### config.mk
export PLATFORM = sky130hd
export DESIGN_NAME = ppu_vram_arbiter
export DESIGN_NICKNAME = d
export VERILOG_FILES = /design/src/rtl/ppu_vram_arbiter.sv
export SDC_FILE = /design/constraint.sdc
export NUM_CORES = 1
export LEC_CHECK = 0
export CAP_MARGIN = 10
export CORE_MARGIN = 1.5
export CORE_UTILIZATION = 37
export DETAILED_ROUTE_END_ITERATION = 10
export GPL_ROUTABILITY_DRIVEN = 0
export GPL_TIMING_DRIVEN = 0
export PLACE_DENSITY = 0.83
export SLEW_MARGIN = 20
export SYNTH_ARGS = -nofsm -noshare
export SYNTH_HDL_FRONTEND = slang
export SYNTH_SLANG_ARGS = --single-unit
### constraint.sdc
create_clock -name clk -period 1.72 [get_ports clk]
set_input_delay 0.516 -clock clk [delete_from_list [all_inputs] [get_ports clk]]
set_output_delay 0.516 -clock clk [all_outputs]
set_load 0.02 [all_outputs]
### src/rtl/ppu_vram_arbiter.sv
// ppu_vram_arbiter
//   Shares one synchronous VRAM port between the PPU fetch engine and the
//   6502 CPU. The PPU always wins and sees no added latency; CPU writes are
//   absorbed by a single-entry write buffer that drains into idle VRAM
//   cycles; CPU reads wait for a cycle with no PPU fetch and an empty buffer,
//   so a read can never overtake an earlier write.
//
// Ports
//   clk, rst                 clock, synchronous active-high reset
//   ppu_req/ppu_addr         single-cycle PPU fetch request
//   ppu_rvalid/ppu_rdata     fetch data, one cycle after ppu_req
//   cpu_req/we/addr/wdata    CPU request, held stable until cpu_ack
//   cpu_ack/cpu_rdata        registered completion pulse and read data
//   mem_en/we/addr/wdata     VRAM port controls (combinational)
//   mem_rdata                VRAM read data, one-cycle latency
//
// Handshake: the CPU raises cpu_req with stable cpu_we/cpu_addr/cpu_wdata and
// keeps them until it sees cpu_ack high for one cycle; cpu_req is ignored
// during that ack cycle, so the CPU drops it (or presents the next request)
// after the ack cycle. A write acks as soon as it is in the buffer, not when
// it reaches VRAM.
module ppu_vram_arbiter #(
  parameter int ADDR_W = 11,
  parameter int DATA_W = 8
) (
  input  logic              clk,
  input  logic              rst,
  input  logic              ppu_req,
  input  logic [ADDR_W-1:0] ppu_addr,
  output logic              ppu_rvalid,
  output logic [DATA_W-1:0] ppu_rdata,
  input  logic              cpu_req,
  input  logic              cpu_we,
  input  logic [ADDR_W-1:0] cpu_addr,
  input  logic [DATA_W-1:0] cpu_wdata,
  output logic              cpu_ack,
  output logic [DATA_W-1:0] cpu_rdata,
  output logic              mem_en,
  output logic              mem_we,
  output logic [ADDR_W-1:0] mem_addr,
  output logic [DATA_W-1:0] mem_wdata,
  input  logic [DATA_W-1:0] mem_rdata
);

  typedef enum logic [1:0] {
    IDLE    = 2'd0,
    RD_PEND = 2'd1,
    RD_DATA = 2'd2,
    ACK     = 2'd3
  } state_t;

  state_t              state_q, state_d;
  logic                buf_valid_q, buf_valid_d;
  logic [ADDR_W-1:0]   buf_addr_q, buf_addr_d;
  logic [DATA_W-1:0]   buf_data_q, buf_data_d;
  logic                cpu_ack_q, cpu_ack_d;
  logic [DATA_W-1:0]   cpu_rdata_q, cpu_rdata_d;
  logic                ppu_rvalid_q, ppu_rvalid_d;

  logic                rd_issue;
  logic                drain;

  always_comb begin
    // A CPU read only goes out on a cycle the PPU leaves free and after any
    // buffered write has landed, which keeps read-after-write ordering.
    rd_issue = !rst && (state_q == RD_PEND) && !ppu_req && !buf_valid_q;
    // rd_issue already requires an empty buffer, so the two never overlap.
    drain    = !rst && buf_valid_q && !ppu_req;

    mem_en    = 1'b0;
    mem_we    = 1'b0;
    mem_addr  = '0;
    mem_wdata = '0;
    if (ppu_req) begin
      mem_en   = 1'b1;
      mem_addr = ppu_addr;
    end else if (rd_issue) begin
      mem_en   = 1'b1;
      mem_addr = cpu_addr;
    end else if (drain) begin
      mem_en    = 1'b1;
      mem_we    = 1'b1;
      mem_addr  = buf_addr_q;
      mem_wdata = buf_data_q;
    end

    state_d      = state_q;
    buf_valid_d  = buf_valid_q;
    buf_addr_d   = buf_addr_q;
    buf_data_d   = buf_data_q;
    cpu_rdata_d  = cpu_rdata_q;
    ppu_rvalid_d = ppu_req;

    if (drain) begin
      buf_valid_d = 1'b0;
    end

    case (state_q)
      IDLE: begin
        if (cpu_req) begin
          if (cpu_we) begin
            // A full buffer stalls the write in IDLE until it drains; the
            // load never shares a cycle with a drain.
            if (!buf_valid_q) begin
              buf_valid_d = 1'b1;
              buf_addr_d  = cpu_addr;
              buf_data_d  = cpu_wdata;
              state_d     = ACK;
            end
          end else begin
            state_d = RD_PEND;
          end
        end
      end
      RD_PEND: begin
        if (rd_issue) begin
          state_d = RD_DATA;
        end
      end
      RD_DATA: begin
        cpu_rdata_d = mem_rdata;
        state_d     = ACK;
      end
      ACK: begin
        state_d = IDLE;
      end
      default: begin
        state_d = IDLE;
      end
    endcase

    cpu_ack_d = (state_d == ACK);
  end

  always_ff @(posedge clk) begin
    if (rst) begin
      state_q      <= IDLE;
      buf_valid_q  <= 1'b0;
      buf_addr_q   <= '0;
      buf_data_q   <= '0;
      cpu_ack_q    <= 1'b0;
      cpu_rdata_q  <= '0;
      ppu_rvalid_q <= 1'b0;
    end else begin
      state_q      <= state_d;
      buf_valid_q  <= buf_valid_d;
      buf_addr_q   <= buf_addr_d;
      buf_data_q   <= buf_data_d;
      cpu_ack_q    <= cpu_ack_d;
      cpu_rdata_q  <= cpu_rdata_d;
      ppu_rvalid_q <= ppu_rvalid_d;
    end
  end

  assign ppu_rvalid = ppu_rvalid_q;
  assign ppu_rdata  = mem_rdata;
  assign cpu_ack    = cpu_ack_q;
  assign cpu_rdata  = cpu_rdata_q;

endmodule

==> impl_metrics.csv <==
group,metric,value,unit
power,power_density,690,nW/um2
flow_run,drv_cap,0,
setup_path,path_class,"reg -> out",
logic_synthesis,synth_edf_count,0,
logic_synthesis,synth_seq_cells,32,
floorplan,design.core.area,4380,um2
setup_path,crit_path_end_kind,"output pin",
clocking,clock-root-buffer,"clkbuf_8",
cells_and_area,antenna-diode-count,0,
placement,dp_hpwl,3.19,mm
global_route,grt_pass1_wl,7.57,mm
routing,drtAntennaViolNets,0,
global_route,grt_pass1_vias,1613,
clocking,path_clk_slew,0.06,ns
logic_synthesis,synth.avg_cell_area,9.04,um2
setup_path,worstPathArrival,1.50,ns
floorplan,row_count,24,
logic_synthesis,synth.cell_area,1710,um2
timing,tightest_slew,0.406,ns
placement,io_buffers,79,
timing,setup_viol,21,
routing,drt_iter0_markers,57,
power,ir_drop,0.363,mV
logic_synthesis,ys_seq_area_frac,0.375,
floorplan,die-area,5030,um2
floorplan,die_h,70.9,um
hold_path,min_path_type,"reg -> reg",
timing,layout_setup_ws,-0.299,ns
logic_synthesis,synth-main-ff-cell,"dfxtp_1",
global_route,grt_antenna_before_repair,0,
cells_and_area,syn2layout_area_growth,66.6,%
routing,wl_per_cell,13.7,um
cells_and_area,final_layout_size_suffix_gt1_frac,0.288,
logic_synthesis,synth_top_area_share,0.375,
placement,dp_worst_setup_slack,-0.732,ns
timing,fin_crit_sh,1.17,
routing,drc,0,
setup_path,crit_required,1.20,ns
clocking,cts_buffers,5,
routing,avgViaCountPerCell,4.89,
logic_synthesis,synth_common_cells,"nand2b_1, dfxtp_1, mux2i_1, nand2_1",
routing,num_vias,1649,
timing,clock.fmax,495,MHz
placement,placed_cell_area,2600,um2
logic_synthesis,synth_most_common_cell,"nand2b_1",
power,leakage,1.31,nW
setup_path,cp-start-kind,"register",
outcome,violations,"negative setup slack",
timing,drv_slew,0,
cells_and_area,stdcell_area,2850,um2
logic_synthesis,yosys_warnings,0,
clocking,ctsLongestPathBuffers,2,
timing,rsz0062_at_grt,"yes",
clocking,cts_tree,"done",
logic_synthesis,async_reset_ff_frac,0,
timing,layout_min_cycle_time,2.02,ns
floorplan,die_x,70.9,um
logic_synthesis,yosysTopAreaCell,"dfxtp_1",
global_route,grt_usage,0.190,
routing,drt-pass1-iter-count,4,
logic_synthesis,ys_types,24,
cells_and_area,nets,328,
global_route,grt_start_max_net_pins,11,
clocking,htree_levels,2,
global_route,gr-total-overflow,0,
floorplan,initial_core_util,0.390,
logic_synthesis,syn_inst,189,
clocking,clkLatencyLatePin,0.29,ns
clocking,cts_hold_buf,0,
routing,drt-total-wl,4.61,mm
logic_synthesis,syn_nets,232,
logic_synthesis,synth.area.top_cells,"dfxtp_1, nand2b_1, mux2i_1",
timing,hold_violations,0,
timing,timing.slew.headroom,0.730,
timing,skew,0.00563,ns
clocking,cts.sinks,32,
outcome,status,"finished, violations left",
setup_path,crit_fanout,5,
floorplan,pin_count,82,
-- cell usage in the layout (no fill, tap or decap), drive strengths merged, types with 2 or more instances in the layout --
master,instances
a21o,11
a21oi,11
a22o,11
and2,8
buf,58
clkbuf,12
clkdlybuf4s50,30
dfxtp,32
dlygate4sd2,16
dlymetal6s2s,4
mux2i,19
nand2,19
nand2b,39
nor2,3
nor2b,3
o21bai,2
-- final cells by class --
cell class,count,area [um2]
Multi-Input combinational cell,133,943
Tap cell,52,65.1
Fill cell,409,1540
Sequential cell,32,649
Clock buffer,7,96.3
Buffer,23,186
Timing Repair Buffer,90,905
-- per-stage QoR --
stage | TNS, ns | hold WS (ns) | cells | utilization | power [mW]
5_1_grt | -5.89 | 0.478 | 337 | 0.649 | 2.06
3_5_place_dp | -19.37 | 0.450 | 320 | 0.593 | 1.33
4_1_cts | -5.12 | 0.456 | 333 | 0.628 | 1.97
6_report | -4.60 | 0.453 | 337 | 0.649 | 1.96
3_3_place_gp | -18.87 | 0.442 | 320 | 0.593 | 1.32
2_1_floorplan | -0.808 | 0.444 | 189 | - | 1.10
-- per-layer routing --
layer	GRT usage	part of all wire
met3	0.0826	0.10
met5	0	0
met4	0.0629	0.013
met1	0.221	0.41
met2	0.316	0.48
-- state kept, by name, indices dropped and copies added (netlist names) --
name,cells
buf_addr_q,11
buf_data_q,8
cpu_rdata,8
state_q,2
buf_valid_q,1
cpu_ack,1
ppu_rvalid,1
-- report_power, final --
group          internal, mW  leakage [nW]  switching [mW]
registers             0.790         0.263          0.0251
clock network         0.356        0.0503           0.271
logic                 0.293         0.997           0.228
-- worst paths after layout --
check | start | endpoint | slack (ns) | depth (start not counted)
setup / recovery | buf_valid_q$_SDFF_PP0_ | mem_addr[2] | -0.30 | 6
hold / removal | cpu_rdata[2]$_SDFFE_PP0P_ | cpu_rdata[2]$_SDFFE_PP0P_ | 0.45 | 2
setup reg to reg | buf_valid_q$_SDFF_PP0_ | buf_data_q[7]$_SDFFE_PP0P_ | 0.32 | 5
hold reg to reg | cpu_rdata[2]$_SDFFE_PP0P_ | cpu_rdata[2]$_SDFFE_PP0P_ | 0.45 | 2
-- cells by family (layout without fill, tap and decap cells) --
kind of cell / after synthesis / count (layout) / synth area share
multiplexers: 19 / 19 / 0.111
AO/OA/AOI/OAI: 38 / 38 / 0.158
buffers and inverters: 24 / 120 / 0.0960
AND/OR/NAND/NOR: 76 / 76 / 0.259
flip-flops: 32 / 32 / 0.375
-- worst max-delay path: stages (launching register included) --
cell and delay [ns]:
dfxtp_2 0.33, nor3b_4 0.15, buf_6 0.12, buf_6 0.12, a22o_1 0.20, a21o_1 0.17, buf_6 0.13
-- repair_timing --
action	in CTS	in global routing
pin swaps	0	14
setup buffers	4	6
setup endpoints to repair	38	23
cloned	2	0
resized for setup	192	25
Power figures use the tool's default switching activity.
